$ cat config.mk
export PLATFORM = sky130hd
export DESIGN_NAME = mem_port_arbiter
export DESIGN_NICKNAME = d
export VERILOG_FILES = /design/src/rtl/mem_arb_pkg.sv /design/src/rtl/mem_arb_starve_ctr.sv /design/src/rtl/mem_port_arbiter.sv
export SDC_FILE = /design/constraint.sdc
export NUM_CORES = 1
export LEC_CHECK = 0
export ABC_CLOCK_PERIOD_IN_PS = 1800
export CORE_ASPECT_RATIO = 1.25
export CORE_UTILIZATION = 34
export CTS_CLUSTER_SIZE = 20
export DETAILED_ROUTE_END_ITERATION = 10
export PLACE_DENSITY = 0.82
export SYNTH_ARGS = -nofsm -noshare
export SYNTH_HDL_FRONTEND = slang
export SYNTH_SLANG_ARGS = --single-unit
$ cat constraint.sdc
create_clock -name clk -period 1.8 [get_ports clk]
set_input_delay 0.27 -clock clk [delete_from_list [all_inputs] [get_ports clk]]
set_output_delay 0.27 -clock clk [all_outputs]
set_load 0.01 [all_outputs]
$ cat src/rtl/mem_arb_pkg.sv
`default_nettype none
// ============================================================================
// Module   : mem_arb_pkg
// Purpose  : Shared types and widths for the single-port RAM arbiter
//            (FSM states, requester identity, counter widths).
// Revision : 1.0 - initial release
// ============================================================================
package mem_arb_pkg;

  typedef enum logic [1:0] {
    IDLE  = 2'd0,
    ISSUE = 2'd1,
    WAIT  = 2'd2
  } arb_state_t;

  typedef enum logic {
    IF = 1'b0,
    DM = 1'b1
  } arb_owner_t;

  // Holds RD_LAT-1 for RD_LAT up to 7
  localparam int LAT_W    = 3;
  // Holds STARVE_MAX up to 15
  localparam int STARVE_W = 4;

endpackage
`default_nettype wire

$ cat src/rtl/mem_arb_starve_ctr.sv
`default_nettype none
// ============================================================================
// Module   : mem_arb_starve_ctr
// Purpose  : Counts consecutive memory-stage wins taken while a fetch is
//            waiting; at_max tells the arbiter to hand the next slot to fetch.
// Revision : 1.0 - initial release
// ============================================================================
module mem_arb_starve_ctr #(
  parameter int STARVE_MAX = 4
) (
  input  logic clk,
  input  logic rst,
  input  logic inc,
  input  logic clr,
  output logic at_max
);
  import mem_arb_pkg::*;

  logic [STARVE_W-1:0] cnt;

  assign at_max = (cnt == STARVE_W'(STARVE_MAX));

  // Clear has priority; the count never runs past STARVE_MAX
  always_ff @(posedge clk) begin
    if (rst) begin
      cnt <= '0;
    end else if (clr) begin
      cnt <= '0;
    end else if (inc && !at_max) begin
      cnt <= cnt + 1'b1;
    end
  end

endmodule
`default_nettype wire

$ cat src/rtl/mem_port_arbiter.sv
`default_nettype none
// ============================================================================
// Module   : mem_port_arbiter
// Purpose  : Shares one single-port RAM between the fetch stage and the
//            memory stage. Memory-stage accesses win ties, bounded by a
//            starvation counter; stall_pc holds the PC while a fetch waits.
//            Optional performance counters: define MEM_PORT_ARB_PERF_EN.
// Revision : 1.0 - initial release
// ============================================================================
module mem_port_arbiter #(
  parameter int ADDR_W     = 8,
  parameter int RD_LAT     = 1,   // 1..7
  parameter int STARVE_MAX = 4    // 1..15
) (
  input  logic              clk,
  input  logic              rst,
  input  logic              if_req,
  input  logic [ADDR_W-1:0] if_addr,
  output logic              if_gnt,
  output logic              if_rvalid,
  output logic [31:0]       if_rdata,
  input  logic              dm_req,
  input  logic              dm_we,
  input  logic [ADDR_W-1:0] dm_addr,
  input  logic [31:0]       dm_wdata,
  output logic              dm_gnt,
  output logic              dm_rvalid,
  output logic [31:0]       dm_rdata,
  output logic              mem_en,
  output logic              mem_we,
  output logic [ADDR_W-1:0] mem_addr,
  output logic [31:0]       mem_wdata,
  input  logic [31:0]       mem_rdata,
`ifdef MEM_PORT_ARB_PERF_EN
  input  logic              perf_clr,
  output logic [15:0]       perf_if_stall,
  output logic [15:0]       perf_dm_txn,
`endif
  output logic              stall_pc
);
  import mem_arb_pkg::*;

  arb_state_t       state;
  arb_state_t       state_nxt;
  arb_owner_t       owner;
  logic [LAT_W-1:0] lat_cnt;
  logic             we_q;
  logic             if_win;
  logic             dm_win;
  logic             starve_inc;
  logic             starve_clr;
  logic             at_max;
  logic             issue;
  logic             rdone;

  mem_arb_starve_ctr #(
    .STARVE_MAX (STARVE_MAX)
  ) u_starve (
    .clk    (clk),
    .rst    (rst),
    .inc    (starve_inc),
    .clr    (starve_clr),
    .at_max (at_max)
  );

  // Arbitration: only evaluated in IDLE; fetch wins when alone or starved
  always_comb begin
    if_win     = 1'b0;
    dm_win     = 1'b0;
    starve_inc = 1'b0;
    starve_clr = 1'b0;
    if (state == IDLE) begin
      if (if_req && (!dm_req || at_max)) begin
        if_win = 1'b1;
      end else if (dm_req) begin
        dm_win = 1'b1;
      end
      starve_inc = if_req && dm_req && !at_max;
      starve_clr = if_win || !if_req;
    end
  end

  // Next-state: stores return straight to IDLE, loads wait out the RAM latency
  always_comb begin
    state_nxt = state;
    case (state)
      IDLE:    if (if_win || dm_win) state_nxt = ISSUE;
      ISSUE:   state_nxt = we_q ? IDLE : WAIT;
      WAIT:    if (lat_cnt == '0) state_nxt = IDLE;
      default: state_nxt = IDLE;
    endcase
  end

  // State, capture of the winning request, and read-latency countdown
  always_ff @(posedge clk) begin
    if (rst) begin
      state     <= IDLE;
      owner     <= IF;
      lat_cnt   <= '0;
      we_q      <= 1'b0;
      mem_addr  <= '0;
      mem_wdata <= '0;
    end else begin
      state <= state_nxt;
      if (if_win) begin
        owner    <= IF;
        we_q     <= 1'b0;
        mem_addr <= if_addr;
      end else if (dm_win) begin
        owner     <= DM;
        we_q      <= dm_we;
        mem_addr  <= dm_addr;
        mem_wdata <= dm_wdata;
      end
      if (state == ISSUE) begin
        lat_cnt <= LAT_W'(RD_LAT - 1);
      end else if (state == WAIT && lat_cnt != '0) begin
        lat_cnt <= lat_cnt - 1'b1;
      end
    end
  end

  assign issue     = (state == ISSUE);
  assign rdone     = (state == WAIT) && (lat_cnt == '0);
  assign mem_en    = issue;
  assign mem_we    = issue && we_q;
  assign if_gnt    = issue && (owner == IF);
  assign dm_gnt    = issue && (owner == DM);
  assign if_rvalid = rdone && (owner == IF);
  assign dm_rvalid = rdone && (owner == DM);
  // Read data is only driven while its valid strobe is up
  assign if_rdata  = if_rvalid ? mem_rdata : 32'd0;
  assign dm_rdata  = dm_rvalid ? mem_rdata : 32'd0;
  assign stall_pc  = if_req && !if_rvalid;

`ifdef MEM_PORT_ARB_PERF_EN
  // Saturating event counters for fetch stall cycles and data grants
  always_ff @(posedge clk) begin
    if (rst || perf_clr) begin
      perf_if_stall <= 16'd0;
      perf_dm_txn   <= 16'd0;
    end else begin
      if (stall_pc && perf_if_stall != 16'hFFFF) perf_if_stall <= perf_if_stall + 16'd1;
      if (dm_gnt && perf_dm_txn != 16'hFFFF) perf_dm_txn <= perf_dm_txn + 16'd1;
    end
  end
`endif

endmodule
`default_nettype wire

==> out/metrics.yaml, run 1 <==
outcome:
  status: "complete, but fails checks"
  violations: "negative setup slack"
placed_design:
  place.gp.congestion: 0.766
  dp_hpwl_mm: 6.96
  portBuffers: 195
worst_setup_path:
  cp-end-kind: "primary output"
  worstPathMaxFanout: 8
  cpMaxStageDelayCell: "dfxtp_2"
  cp_slowest_stage_delay_ns: 0.34
  critPathRequiredTime_ns: 1.53
  crit_chain: "inv_2 > ha_4 > nand3_4 > buf_6 > nor2_4 > buf_4 > clkbuf_16 > and2_1 > buf_2"
  crit_family: "buffers and inverters"
  start_kind: "flip-flop"
  cp.arrival_ns: 1.76
  worst-path-buf-inv: 5
  worstSetupPathType: "flip-flop to primary output"
floorplan:
  core_um2: 7100
  die_h_um: 98.7
  ioPinCount: 196
  start_util: 0.358
  rows: 34
  die-area_um2: 7830
  die_w_um: 79.4
cells_and_area:
  fillers: 519
  multi_input_area_um2: 1490
  final_layout_size_suffix_gt1_frac: 0.324
  num_antenna_cells: 0
  final_core_util: 0.720
  seqCellArea_um2: 1030
  nets: 638
  area_growth_pct: 101
global_routing:
  grt_overflow: 0
  grt_max_degree: 33
  antenna_found_initial: 1
  grt_pass1_wl_mm: 14.8
  track_usage: 0.243
  grt_pass1_vias: 3174
power:
  fin_total_pwr_mw: 3.02
  comb_power_share: 0.332
  pwr-share-seq: 0.424
  power.internal_mw: 2.15
  power.density_nw_per_um2: 591
  swShare: 0.290
  power.switching_uw: 877
  cellLeakagePower_nw: 2.23
  vdd.ir_drop.worst_v: 0.000490
  p_clk_frac: 0.244
timing:
  relSlewSlack: 0.717
  finalCritPeriodShare: 1.13
  skew_ns: 0.00624
  drv_slew: 0
  period_needed_ns: 2.03
  worstMarginPinSlew_ns: 0.425
  setup_ws_ns: -0.235
  grt_setup_unrepaired: "true"
  fmax_ghz: 0.491
  finalSetupTns_ns: -7.48
  hold_viol: 0
  setup-violations-final: 66
route:
  vias: 3122
  drc: 0
  first_iter_violations: 93
  routedWlPerCell_um: 15.9
  ant_nets: 0
  wl_mm: 10.2
  vias_per_cell: 4.88
  dr.pass1.iters: 5
synth:
  syn_inst: 330
  synthTopCellsByArea: "dfxtp_1 (40%), and2_1 (17%), nand2_1 (11%)"
  netlist_area_um2: 2540
  yosysTopAreaCellShare: 0.401
  synth_top_area_cell: "dfxtp_1"
  synth-seq-area-share: 0.401
  syn-num-nets: 419
  ys_seq_elements: 51
  ys_types: 34
  avgSynthCellArea_um2: 7.71
  synth_warnings: 0
clock_tree:
  clkSinkCount: 51
  max-clock-path-buffers: 2
  cts_tree: "built"
  numCtsBuffers: 5
  cts_root_buffer: "clkbuf_8"
  htree_levels: 2
  path_clk_slew_ns: 0.09
  clkLatencyLatePin_ns: 0.30
flow_run:
  maxCapViolCount: 0
worst_hold_path:
  hp-class: "input port to flip-flop"
## stage by stage
stage / cells / hold WS [ns] / setup WS [ns] / instance area (µm²)
2_1_floorplan: 330 / 0.406 / 0.318 / 2540
3_3_place_gp: 612 / 0.441 / -0.108 / 4680
3_5_place_dp: 612 / 0.447 / -0.131 / 4680
4_1_cts: 635 / 0.375 / -0.168 / 4790
5_1_grt: 640 / 0.403 / -0.292 / 5120
6_report: 640 / 0.380 / -0.235 / 5120
## cell usage in the layout, fill, tap and decap left out, drive strengths merged
| cell | synthesis | final |
|---|---|---|
| nand4b | 1 | 1 |
| nand3 | 7 | 7 |
| ha | 4 | 4 |
| inv | 14 | 14 |
| nand3b | 4 | 4 |
| clkbuf | 8 | 9 |
| o221a | 8 | 8 |
| o211ai | 1 | 1 |
| and2 | 68 | 68 |
| a22oi | 1 | 1 |
| o31ai | 1 | 1 |
| dlygate4sd2 | 0 | 3 |
| a21oi | 46 | 46 |
| clkdlybuf4s50 | 0 | 123 |
| nor4b | 1 | 1 |
| nor2 | 9 | 9 |
| or2 | 1 | 1 |
| nand2 | 73 | 73 |
| mux2i | 1 | 1 |
| o211a | 1 | 1 |
| clkinvlp | 0 | 1 |
| nor2b | 3 | 3 |
| nor3 | 4 | 4 |
| dlymetal6s2s | 0 | 1 |
| nand2b | 1 | 1 |
| and3 | 2 | 2 |
| o21ai | 3 | 3 |
| a31oi | 2 | 2 |
| dfxtp | 51 | 51 |
| buf | 15 | 106 |
## final timing paths
check                           slack [ns]  cells after the start         start            end
worst max-delay path                 -0.23                      9    lat_cnt[0]    if_rdata[3]
worst min register to register        0.46                      2  mem_wdata[8]   mem_wdata[8]
worst min-delay path                  0.38                      2           rst     lat_cnt[1]
worst max register to register        0.16                      7      state[0]  mem_wdata[17]
## power by group through the flow
stage               logic (mW)  registers [mW]  clock network [mW]
CTS                      0.960            1.28               0.760
floorplan                0.348            1.34                   0
global route              1.08            1.29               0.807
detailed placement       0.939            1.30                   0
finish                    1.00            1.28               0.738
global placement         0.920            1.30                   0
## Yosys cell counts (all sizes together)
cell type / count
a21oi: 46
a22oi: 1
a31oi: 2
and2: 68
and3: 2
buf: 15
clkbuf: 8
dfxtp: 51
ha: 4
inv: 14
mux2i: 1
nand2: 73
nand2b: 1
nand3: 7
nand3b: 4
nand4b: 1
nor2: 9
nor2b: 3
nor3: 4
nor4b: 1
o211a: 1
o211ai: 1
o21ai: 3
o221a: 8
o31ai: 1
or2: 1
## cell families (layout without fill, tap and decap cells)
kind of cell / after synthesis / in the layout / share of synthesized area
AO/OA/AOI/OAI: 63 / 63 / 0.152
buffers and inverters: 37 / 257 / 0.0708
flip-flops: 51 / 51 / 0.401
AND/OR/NAND/NOR: 174 / 174 / 0.353
adder cells (fa/ha/maj): 4 / 4 / 0.0197
multiplexers: 1 / 1 / 0.00394
## area by class of cell
class	count	area share
repair buffers	235	0.457
multi-input cells	242	0.290
flip-flops and latches	51	0.200
well taps	90	0.0220
clock buffers	7	0.0188
inverters	14	0.0103
clock inverters	1	0.00147
## state kept, by name (all words and copies together) (netlist names)
register / count
state: 2
u_starve.cnt: 4
we_q: 1
mem_wdata: 32
mem_addr: 8
owner: 1
lat_cnt: 3
## what timing repair did
action	CTS	global route
setup endpoints to repair	71	68
cloned	4	2
hold buffers	0	0
gates resized for setup	314	69
pin swaps	14	11
buffers inserted	11	4
## per-layer routing
metal,wire length [µm],up-vias,GRT usage
met1,3660,1446,0.240
met5,13,-,0
met3,812,18,0.0750
met4,214,2,0.0909
met2,5440,148,0.462
li1,-,1508,-
Power figures use the tool's default switching activity.
==> run 2: changes to the inputs <==
--- a/config.mk
+++ b/config.mk
@@ -7,10 +7,11 @@
 export LEC_CHECK = 0
 export ABC_CLOCK_PERIOD_IN_PS = 1800
 export CORE_ASPECT_RATIO = 1.25
-export CORE_UTILIZATION = 34
+export CORE_UTILIZATION = 35
+export CTS_BUF_LIST = sky130_fd_sc_hd__clkbuf_4
 export CTS_CLUSTER_SIZE = 20
 export DETAILED_ROUTE_END_ITERATION = 10
-export PLACE_DENSITY = 0.82
+export PLACE_DENSITY = 0.84
 export SYNTH_ARGS = -nofsm -noshare
 export SYNTH_HDL_FRONTEND = slang
 export SYNTH_SLANG_ARGS = --single-unit
==> run 2 against run 1 <==
  * The run still ends with negative setup slack left
  * Hold slack worse by 0.11 ns
  * Non-clock buffer count is 6 lower
  * Critical path depth is 3 lower
  * Clock skew is 0.0037 ns higher
  * Sequential share of layout area is 1.2 points higher
  * First-iteration DRC count is 25% lower
  * Core utilization is 2.9 points lower
  * Sequential power hardly changed
  * Largest power group unchanged
  * Via count is 0.32% lower
  * Critical path type unchanged
  * Total power is 7.1% lower
==> out/metrics.yaml, run 2 (synthesis results as in run 1) <==
route:
  vias_per_cell: 4.91
  first_iter_violations: 70
  wl_mm: 9.82
  vias: 3112
  drc: 0
  dr.pass1.iters: 4
  ant_nets: 0
  routedWlPerCell_um: 15.5
cells_and_area:
  final_cell_area_um2: 4820
  layout_common_cells: "clkdlybuf4s50_1 (123), nand2_1 (73), dfxtp_1 (49)"
  area_growth_pct: 89.5
  top_regs: "mem_wdata: 32 flops, mem_addr: 8 flops, u_starve.cnt: 4 flops"
  num_antenna_cells: 0
  seqCellArea_um2: 1020
  multi_input_area_um2: 1440
  nets: 632
  fillers: 572
  top_register: "mem_wdata"
  final_core_util: 0.691
  final_common_cell: "clkdlybuf4s50_1"
  final_layout_size_suffix_gt1_frac: 0.283
  largest_reg_flops: 32
floorplan:
  ioPinCount: 196
  die_h_um: 97.3
  core_um2: 6980
  rows: 34
  start_util: 0.365
  die_w_um: 78.3
  die-area_um2: 7610
worst_setup_path:
  cp.arrival_ns: 1.70
  worstPathMaxFanout: 8
  cp-end-kind: "primary output"
  ff2ff_setup_slack_ns: 0.16
  critPathRequiredTime_ns: 1.53
  worstSetupPathType: "flip-flop to primary output"
  start_kind: "flip-flop"
global_routing:
  antenna_found_initial: 1
  track_usage: 0.253
  grt_max_degree: 26
  grt_pass1_vias: 3024
  grt_overflow: 0
  grt_pass1_wl_mm: 15.0
clock_tree:
  path_clk_slew_ns: 0.14
  hold_buffers: 0
  cts_root_buffer: "clkbuf_4"
  clkSinkCount: 51
  htree_levels: 2
  clkLatencyLatePin_ns: 0.36
  max-clock-path-buffers: 2
  cts_tree: "built"
  numCtsBuffers: 5
timing:
  drv_slew: 0
  period_needed_ns: 1.97
  finalSetupTns_ns: -7.12
  relSlewSlack: 0.785
  setup_ws_ns: -0.165
  setup-violations-final: 66
  fmax_ghz: 0.509
  worstMarginPinSlew_ns: 0.322
  finalCritPeriodShare: 1.09
  grt_setup_unrepaired: "true"
  hold_viol: 0
  holdWs_ns: 0.269
  skew_ns: 0.00991
placed_design:
  dpl_worst_slack_ns: -0.156
  portBuffers: 195
  place.gp.congestion: 0.801
  placed_area_um2: 4670
  dp_hpwl_mm: 7.36
power:
  vdd.ir_drop.worst_v: 0.000473
  power.density_nw_per_um2: 583
  cellLeakagePower_nw: 2.11
outcome:
  status: "complete, but fails checks"
  violations: "negative setup slack"
flow_run:
  maxCapViolCount: 0
worst_hold_path:
  hp-class: "input port to flip-flop"
run 2: cell count changes in the layout (fill, tap and decap cells not counted), moves of 2 or more:
cell and delta:
buf_12 -3, and2_4 -16, clkbuf_4 +7, buf_2 +15, clkbuf_8 -7, buf_6 -19, dfxtp_2 -2, and2_1 +16
dfxtp_1 +2
run 2: stage by stage:
stage	instances	power, mW
after global placement	614	2.21
final	634	2.81
after CTS	630	2.79
after floorplan	330	1.69
after global routing	634	2.97
after detailed placement	614	2.24
run 2: critical path: stages (launching register included):
cell and delay (ns):
dfxtp_1 0.52, nand3_4 0.15, nor2_4 0.14, buf_4 0.13
clkbuf_16 0.13, and2_1 0.13, buf_2 0.14
run 2: report_power, final:
part	internal, mW	leakage, nW	switching (mW)
combinational	0.564	1.66	0.430
clock	0.184	0.0361	0.354
sequential	1.22	0.420	0.0549
total	1.97	2.11	0.839
run 2: final cells by class:
type                            count  share of cell area
Timing Repair Buffer              229               0.443
Clock buffer                        7              0.0109
Multi-Input combinational cell    242               0.298
Tap cell                           90              0.0234
Sequential cell                    51               0.212
Clock inverter                      1             0.00104
Inverter                           14              0.0109
run 2: timing repair:
item	CTS	global route
pin swaps	6	10
gates cloned	3	3
gates resized for setup	300	43
setup buffers	5	3
hold endpoints to repair	0	0
endpoints found under the setup margin	71	71
run 2: per-layer routing:
metal  up-vias  GRT usage  routed length (µm)
li1       1496          -                   -
met1      1444      0.257                3510
met2       152      0.474                5220
met3        18     0.0789                 846
met4         2     0.0883                 227
met5         -          0                  13
run 2: path summary, 6_finish.rpt:
check / cells after the start / from / to
min reg2reg: 2 / mem_wdata[1] / mem_wdata[1]
max: 6 / state[1] / if_rdata[24]
min: 2 / rst / lat_cnt[1]
max reg2reg: 7 / state[0] / owner
